==> config.mk <==
export PLATFORM = sky130hd
export DESIGN_NAME = pool_seq_ctrl_flat
export DESIGN_NICKNAME = d
export VERILOG_FILES = /design/src/rtl/pool_seq_ctrl_if.sv /design/src/rtl/pool_seq_ctrl.sv /design/src/flat_wrapper.sv
export SDC_FILE = /design/constraint.sdc
export NUM_CORES = 1
export LEC_CHECK = 0
export BUFFER_PORTS_ARGS = -buffer_cell sky130_fd_sc_hd__buf_4
export CAP_MARGIN = 15
export CORE_ASPECT_RATIO = 0.9
export CORE_UTILIZATION = 30
export DETAILED_ROUTE_END_ITERATION = 10
export PLACE_DENSITY = 0.57
export SYNTH_ARGS = -nofsm -noshare
export SYNTH_HDL_FRONTEND = slang
export SYNTH_SLANG_ARGS = --single-unit
export TNS_END_PERCENT = 100
==> constraint.sdc <==
create_clock -name clk -period 5.29 [get_ports clk]
set_input_delay 0.2645 -clock clk [delete_from_list [all_inputs] [get_ports clk]]
set_output_delay 0.2645 -clock clk [all_outputs]
set_load 0.1 [all_outputs]
==> src/rtl/pool_seq_ctrl_if.sv <==
// pool_seq_ctrl_if
// Bundles the control handshake and the two buffer ports of the pooling
// sequencer so they travel as one port.
//
// Signals:
//   start, abort      host -> sequencer  pass control
//   busy, done        sequencer -> host  pass status (done is a 1-cycle pulse)
//   rd_en, rd_addr    sequencer -> input buffer
//   rd_data           input buffer -> sequencer (valid 1 cycle after rd_en)
//   wr_en, wr_addr,
//   wr_data           sequencer -> output buffer
//   wr_ready          output buffer -> sequencer (accepts when high with wr_en)
//
// Modports:
//   master  host/buffer side
//   slave   sequencer side
interface pool_seq_ctrl_if #(
  parameter int DATA_WIDTH = 16,
  parameter int ADDR_WIDTH = 10
);
  logic                  start;
  logic                  abort;
  logic                  busy;
  logic                  done;
  logic                  rd_en;
  logic [ADDR_WIDTH-1:0] rd_addr;
  logic [DATA_WIDTH-1:0] rd_data;
  logic                  wr_en;
  logic [ADDR_WIDTH-1:0] wr_addr;
  logic [DATA_WIDTH-1:0] wr_data;
  logic                  wr_ready;

  modport master (
    output start, abort, rd_data, wr_ready,
    input  busy, done, rd_en, rd_addr, wr_en, wr_addr, wr_data
  );

  modport slave (
    input  start, abort, rd_data, wr_ready,
    output busy, done, rd_en, rd_addr, wr_en, wr_addr, wr_data
  );
endinterface

==> src/rtl/pool_seq_ctrl.sv <==
// pool_seq_ctrl
// Sequencer for 1-D max pooling over a column-major feature map. For every
// output element (ocol, ch) it reads KERNEL_WIDTH taps from the input buffer,
// keeps the signed maximum, and writes it to the output buffer, honouring
// write backpressure. Channels are the inner loop, output columns the outer.
//
// Ports:
//   clk    clock, all state on rising edge
//   rst_n  asynchronous active-low reset
//   bus    pool_seq_ctrl_if.slave: start/abort/busy/done, input-buffer read
//          port (rd_en/rd_addr/rd_data) and output-buffer write port
//          (wr_en/wr_addr/wr_data/wr_ready)
module pool_seq_ctrl #(
  parameter int DATA_WIDTH   = 16,
  parameter int NUM_COLS     = 16,
  parameter int NUM_CHANNELS = 32,
  parameter int KERNEL_WIDTH = 2,
  parameter int STRIDE       = 2,
  parameter int ADDR_WIDTH   = 10
) (
  input logic            clk,
  input logic            rst_n,
  pool_seq_ctrl_if.slave bus
);

  localparam int OUT_COLS = (NUM_COLS - KERNEL_WIDTH) / STRIDE + 1;

  // Loop bounds and factors in address width so all address math stays
  // in one width and wraps naturally.
  localparam logic [ADDR_WIDTH-1:0] LAST_OCOL = ADDR_WIDTH'(OUT_COLS - 1);
  localparam logic [ADDR_WIDTH-1:0] LAST_CH   = ADDR_WIDTH'(NUM_CHANNELS - 1);
  localparam logic [ADDR_WIDTH-1:0] LAST_TAP  = ADDR_WIDTH'(KERNEL_WIDTH - 1);
  localparam logic [ADDR_WIDTH-1:0] STRIDE_A  = ADDR_WIDTH'(STRIDE);
  localparam logic [ADDR_WIDTH-1:0] NCH_A     = ADDR_WIDTH'(NUM_CHANNELS);
  localparam logic [ADDR_WIDTH-1:0] ONE       = ADDR_WIDTH'(1);

  typedef enum logic [2:0] {
    IDLE,
    READ,
    LAST,
    WRITE,
    DONE
  } state_t;

  state_t                state_q, state_d;
  logic [ADDR_WIDTH-1:0] ocol, ch, tap;
  logic [DATA_WIDTH-1:0] acc;
  logic                  rd_pending;
  logic                  rd_first;
  logic                  last_elem;
  logic                  wr_accept;
  logic [ADDR_WIDTH-1:0] rd_addr_calc;
  logic [ADDR_WIDTH-1:0] wr_addr_calc;

  assign last_elem    = (ocol == LAST_OCOL) && (ch == LAST_CH);
  assign wr_accept    = bus.wr_ready && !bus.abort;
  assign rd_addr_calc = (ocol * STRIDE_A + tap) * NCH_A + ch;
  assign wr_addr_calc = ocol * NCH_A + ch;

  // State register.
  always_ff @(posedge clk or negedge rst_n) begin
    if (!rst_n) begin
      state_q <= IDLE;
    end else begin
      state_q <= state_d;
    end
  end

  // Next-state logic. Abort beats a write accept in the same cycle.
  always_comb begin
    state_d = state_q;
    unique case (state_q)
      IDLE: begin
        if (bus.start) state_d = READ;
      end
      READ: begin
        if (bus.abort)            state_d = IDLE;
        else if (tap == LAST_TAP) state_d = LAST;
      end
      LAST: begin
        if (bus.abort) state_d = IDLE;
        else           state_d = WRITE;
      end
      WRITE: begin
        if (bus.abort)         state_d = IDLE;
        else if (bus.wr_ready) state_d = last_elem ? DONE : READ;
      end
      DONE: begin
        state_d = IDLE;
      end
      default: state_d = IDLE;
    endcase
  end

  // Outputs decode straight from the state register, so an asynchronous
  // reset clears them without waiting for a clock edge. Addresses are
  // forced to zero outside the state that uses them.
  always_comb begin
    bus.busy    = (state_q == READ) || (state_q == LAST) || (state_q == WRITE);
    bus.done    = (state_q == DONE);
    bus.rd_en   = (state_q == READ);
    bus.rd_addr = (state_q == READ) ? rd_addr_calc : '0;
    bus.wr_en   = (state_q == WRITE);
    bus.wr_addr = (state_q == WRITE) ? wr_addr_calc : '0;
    bus.wr_data = acc;
  end

  // Loop counters: tap steps inside READ; ch/ocol advance only on an
  // accepted write, and do not advance past the final element.
  always_ff @(posedge clk or negedge rst_n) begin
    if (!rst_n) begin
      ocol <= '0;
      ch   <= '0;
      tap  <= '0;
    end else begin
      unique case (state_q)
        IDLE: begin
          if (bus.start) begin
            ocol <= '0;
            ch   <= '0;
            tap  <= '0;
          end
        end
        READ: begin
          if (!bus.abort && tap != LAST_TAP) tap <= tap + ONE;
        end
        WRITE: begin
          if (wr_accept && !last_elem) begin
            tap <= '0;
            if (ch == LAST_CH) begin
              ch   <= '0;
              ocol <= ocol + ONE;
            end else begin
              ch <= ch + ONE;
            end
          end
        end
        default: begin
        end
      endcase
    end
  end

  // Read data arrives one cycle after rd_en, so remember whether a read was
  // issued last cycle and whether it was tap 0 (which loads unconditionally).
  always_ff @(posedge clk or negedge rst_n) begin
    if (!rst_n) begin
      rd_pending <= 1'b0;
      rd_first   <= 1'b0;
    end else begin
      rd_pending <= (state_q == READ);
      rd_first   <= (state_q == READ) && (tap == '0);
    end
  end

  // Signed running maximum; later taps replace it only when strictly greater.
  always_ff @(posedge clk or negedge rst_n) begin
    if (!rst_n) begin
      acc <= '0;
    end else if (rd_pending) begin
      if (rd_first || ($signed(bus.rd_data) > $signed(acc))) acc <= bus.rd_data;
    end
  end

endmodule

==> src/flat_wrapper.sv <==
// flat-port wrapper written by rule: the top's interface ports become plain ports
module pool_seq_ctrl_flat 
#(
  parameter int DATA_WIDTH   = 16,
  parameter int NUM_COLS     = 16,
  parameter int NUM_CHANNELS = 32,
  parameter int KERNEL_WIDTH = 2,
  parameter int STRIDE       = 2,
  parameter int ADDR_WIDTH   = 10
)
  (clk, rst_n, bus_start, bus_abort, bus_rd_data, bus_wr_ready, bus_busy, bus_done, bus_rd_en, bus_rd_addr, bus_wr_en, bus_wr_addr, bus_wr_data);
  pool_seq_ctrl_if #(.DATA_WIDTH(DATA_WIDTH), .ADDR_WIDTH(ADDR_WIDTH)) bus_i ();
  input logic clk;
  input logic rst_n;
  input wire logic [$bits(bus_i.start)-1:0] bus_start;
  input wire logic [$bits(bus_i.abort)-1:0] bus_abort;
  input wire logic [$bits(bus_i.rd_data)-1:0] bus_rd_data;
  input wire logic [$bits(bus_i.wr_ready)-1:0] bus_wr_ready;
  output wire logic [$bits(bus_i.busy)-1:0] bus_busy;
  output wire logic [$bits(bus_i.done)-1:0] bus_done;
  output wire logic [$bits(bus_i.rd_en)-1:0] bus_rd_en;
  output wire logic [$bits(bus_i.rd_addr)-1:0] bus_rd_addr;
  output wire logic [$bits(bus_i.wr_en)-1:0] bus_wr_en;
  output wire logic [$bits(bus_i.wr_addr)-1:0] bus_wr_addr;
  output wire logic [$bits(bus_i.wr_data)-1:0] bus_wr_data;
  assign bus_i.start = bus_start;
  assign bus_i.abort = bus_abort;
  assign bus_i.rd_data = bus_rd_data;
  assign bus_i.wr_ready = bus_wr_ready;
  assign bus_busy = bus_i.busy;
  assign bus_done = bus_i.done;
  assign bus_rd_en = bus_i.rd_en;
  assign bus_rd_addr = bus_i.rd_addr;
  assign bus_wr_en = bus_i.wr_en;
  assign bus_wr_addr = bus_i.wr_addr;
  assign bus_wr_data = bus_i.wr_data;
  pool_seq_ctrl #(.DATA_WIDTH(DATA_WIDTH), .NUM_COLS(NUM_COLS), .NUM_CHANNELS(NUM_CHANNELS), .KERNEL_WIDTH(KERNEL_WIDTH), .STRIDE(STRIDE), .ADDR_WIDTH(ADDR_WIDTH)) u_core (.clk(clk), .rst_n(rst_n), .bus(bus_i));
endmodule
==> results.txt <==
* Layout cells sized above 1: 21.5%
* Share of the yosys chip area belonging to registers: 36.5%
- The tightest hold path in the finished design has a slack of 0.0186 ns.
* Number of library cell types mapped by synthesis: 42
- Setup repair after global routing left no endpoint under its margin.
- Summed over its instances, the top area cell type makes up 36.5% of the synthesized netlist area.
- For the pin with the worst max-slew slack, the measured transition is 0.666 ns.
- Routed Wire Length: 8630 µm
- Clock latency on the worst-skew pair: 0.29 ns
- Max IR drop VDD: 162 µV
- Number of endpoints failing setup at the final stage: 0
- Vias/cell: 5.03
- Placement Rows: 37
- CTS Root Buffer Type: sky130_fd_sc_hd__clkbuf_16
- Combinational family with the most area after synthesis: simple AND/OR/NAND/NOR gates
* Synthesized Nets: 434
- Clock tree from TritonCTS: done
* Crit-path slowest cell: sky130_fd_sc_hd__or4_4
* Number of CTS-inserted buffers: 5
- Initial antenna violation count: 0
- In the post-synthesis netlist, the biggest area contributors are sky130_fd_sc_hd__dfrtp_1 36%, sky130_fd_sc_hd__ha_1 11%, sky130_fd_sc_hd__mux2_2 5.5%, sky130_fd_sc_hd__xnor2_1 4.3%, sky130_fd_sc_hd__nor2_1 3.6%.
- # DRC: 0
* Clock sink count: 51
* Worst path cell trace: or4_4 > or3_4 > o211ai_4 > and2_1 > o21ai_0 > a21oi_1
- Kind of critical path: reg2reg
- Static leakage: 2.05 nW
- In this run the power density over the cells is 557 nW/µm².
- Broken down by cell family, the worst path's largest delay share belongs to simple AND/OR/NAND/NOR gates.
- Yosys printed 0 warnings.
- Each instance of the synthesized netlist takes up on average 9.25 µm².
- Detailed-routing iteration count for the pre-antenna-repair pass: 4
- The critical path contains buffers and inverters numbering 0 combined.
* Number of synthesized flops with an enable pin: 0
* Final slew viol count: 0
- The longest clock path from root to sink contains 2 buffers.
- Post-layout min period: 2.85 ns
- Post-route clock period utilization: 54.0%
- Detailed routing inserted a total of 2,984 vias.
- In the synthesized netlist the dominant register cell turns out to be sky130_fd_sc_hd__dfrtp_1.
- Proportion of synthesized area in mux cells: 5.47%
- Post-route antenna net violation count: 0
- Setup slack closes at 2.44 ns.
- Combined area of all synthesized cells: 3500 µm²
- Overall routing resource usage: 14.8%
- Routed wire length per instance: 14.6 µm
- In the layout the commonest cells are 61 x sky130_fd_sc_hd__buf_4, 51 x sky130_fd_sc_hd__dfrtp_1, 34 x sky130_fd_sc_hd__nor2_1.
- Status: completed
- The worst setup path is launched from a register.
* Delay of the slowest critical-path stage: 0.60 ns
* Leading cell type in the layout, fill and taps excluded: sky130_fd_sc_hd__buf_4
- In this run, post-CTS repair resized a total of 0 instances.
- For this run, the top clock speed supported by timing is 0.350 GHz.
* Share of the synthesized netlist area taken by xor and xnor gates: 5.76%
- The first global-routing pass estimated 14,300 µm of wire.
- CTS built an H-tree with a depth of 2.
- Final antenna diode count: 0
* Worst Setup Slack post-DPL: 2.44 ns
- Core ar.: 11,400 µm²
- Hold buffer count at CTS: 0
- Detailed Place HPWL: 6500 µm
* Required time at the worst-slack endpoint: 5.51 ns
- The first routing iteration left 199 violations.
- Number of max-cap violations: 0
* Buffers added on ports: 60
- STA classifies the critical path endpoint as a register.
- Final Net Count: 492
- DIE HEIGHT: 104 µm
- During I/O placement, the number of pins put on the boundary was 61.
- The total overflow left after global routing is 0.
- Worst clock skew: 0.00755 ns
* WP data arrival: 3.07 ns
- Entering global routing, the biggest net connects 52 pins.
* Number of register bits inferred by synthesis: 51
* Final TNS setup: 0 ns
- The via count of the first global-routing pass came to 2,818.
* Layout area overhead: 22.2%
* Type of the most critical hold path: in2async
- Once the floorplan was initialized, standard cells occupied 30.7% of the core.
- The congestion estimate from routability-driven global placement came to 0.870.
- Of the total synthesized cell area, the portion taken by AND, OR, NAND and NOR gates is 19.8%.
- After technology mapping, the gate count stands at 378.
* Maximum fanout encountered on the critical timing path: 13
- Post-CTS timing repair inserted 0 buffers for setup.
- Die Wd: 116 µm
- The layout has 1,199 filler cells.
- Final hold viol count: 0
- Measured against its own limit, the worst slew margin works out to 55.2%.
* Adder-cell area share of the yosys netlist: 13.2%
- Die area: 12,100 µm²
* Compound-gate portion of the synthesized area: 14.5%
- Clock-pin slew on the worst setup and hold paths: 0.07 ns
- Share of flip-flops with an asynchronous set or reset after synthesis: 100%
* Dominant cell type by area after synthesis: sky130_fd_sc_hd__dfrtp_1
-- power breakdown --
| group | switching, mW | total (mW) | internal, mW |
|---|---|---|---|
| Combinational | 1.03 | 1.40 | 0.371 |
| Clock | 0.150 | 0.386 | 0.236 |
| Sequential | 0.106 | 0.591 | 0.485 |
-- synth_stat cells (3+ instances only) --
cell and n:
sky130_fd_sc_hd__nand2_1 23, sky130_fd_sc_hd__inv_1 30, sky130_fd_sc_hd__o31ai_1 3, sky130_fd_sc_hd__and4_1 3, sky130_fd_sc_hd__nor4_1 4, sky130_fd_sc_hd__fa_1 3, sky130_fd_sc_hd__nor2_1 34, sky130_fd_sc_hd__or3_1 6
sky130_fd_sc_hd__xor2_1 6, sky130_fd_sc_hd__ha_1 32, sky130_fd_sc_hd__and2_1 10, sky130_fd_sc_hd__nor2b_1 3, sky130_fd_sc_hd__xnor2_1 17, sky130_fd_sc_hd__clkbuf_1 4, sky130_fd_sc_hd__buf_2 5, sky130_fd_sc_hd__and3_1 10
sky130_fd_sc_hd__o211ai_1 3, sky130_fd_sc_hd__nand2b_1 3, sky130_fd_sc_hd__nand4_1 5, sky130_fd_sc_hd__o21ai_0 20, sky130_fd_sc_hd__nor3_1 10, sky130_fd_sc_hd__mux2_2 17, sky130_fd_sc_hd__a21oi_1 24, sky130_fd_sc_hd__a2111oi_0 3
sky130_fd_sc_hd__nand3_1 17, sky130_fd_sc_hd__a211oi_1 3, sky130_fd_sc_hd__dfrtp_1 51, sky130_fd_sc_hd__a21o_1 8
-- state kept, by name, indices dropped and copies added, names as in the netlist --
signal and count:
u_core.bus.wr_data 16, u_core.rd_first 1, u_core.ch 10, u_core.ocol 10, u_core.tap 10, u_core.state_q 3, u_core.rd_pending 1
-- per-stage QoR --
step / cell area [µm²] / utilization, % / total power [mW] / instances
floorplan: 3500 / - / 1.69 / 378
global placement: 4100 / 36.0 / 1.99 / 584
detailed placement: 4100 / 36.0 / 2.01 / 584
CTS: 4270 / 37.5 / 2.39 / 592
global route: 4270 / 37.5 / 2.52 / 593
finish: 4270 / 37.5 / 2.38 / 593
-- worst reg2reg max path: stages (launching register included) --
cell and delay (ns):
sky130_fd_sc_hd__dfrtp_1 0.54, sky130_fd_sc_hd__or4_4 0.60, sky130_fd_sc_hd__or3_4 0.41, sky130_fd_sc_hd__o211ai_4 0.40
sky130_fd_sc_hd__and2_1 0.50, sky130_fd_sc_hd__o21ai_0 0.18, sky130_fd_sc_hd__a21oi_1 0.16
-- cell type report --
cell class              count  area (µm²)  area share (%)
multi-input cells         286        2050            48.0
repair buffers             62         463            10.8
clock buffers               6         139            3.25
clock inverters             2        35.0           0.820
flip-flops and latches     51        1280            29.9
well taps                 156         195            4.57
inverters                  30         113            2.63
-- logic make-up (layout without fill, tap and decap cells) --
logic type	after synthesis	count (layout)
xor gates and xnor gates	23	23
and+or+nand+nor	134	134
DFF	51	51
buffers and inverters	41	100
AOI/OAI and AO/OA	77	77
adders and majority gates	35	35
muxes	17	17
-- path summary, 6_finish.rpt --
check                                    endpoint  slack [ns]                    from  cells past startpoint
max                                u_core.ocol[4]        2.44          u_core.ocol[3]                      6
min                         u_core.bus.wr_data[9]        0.02                   rst_n                      1
max reg2reg                        u_core.ocol[4]        2.44          u_core.ocol[3]                      6
max in group asynchronous            u_core.ch[2]        4.83                   rst_n                      1
min in group clk                u_core.state_q[1]        0.19               bus_abort                      2
min reg2reg                u_core.bus.wr_data[10]        0.54  u_core.bus.wr_data[10]                      1
-- metal layers --
layer,global-route usage [%],vias to the layer above,part of all wire [%]
met5,0,-,0
met4,2.75,0,0.76
met3,2.27,7,5.2
met2,23.5,74,45
met1,21.3,1445,49
li1,-,1458,-
(Power assumes the default switching activity.)
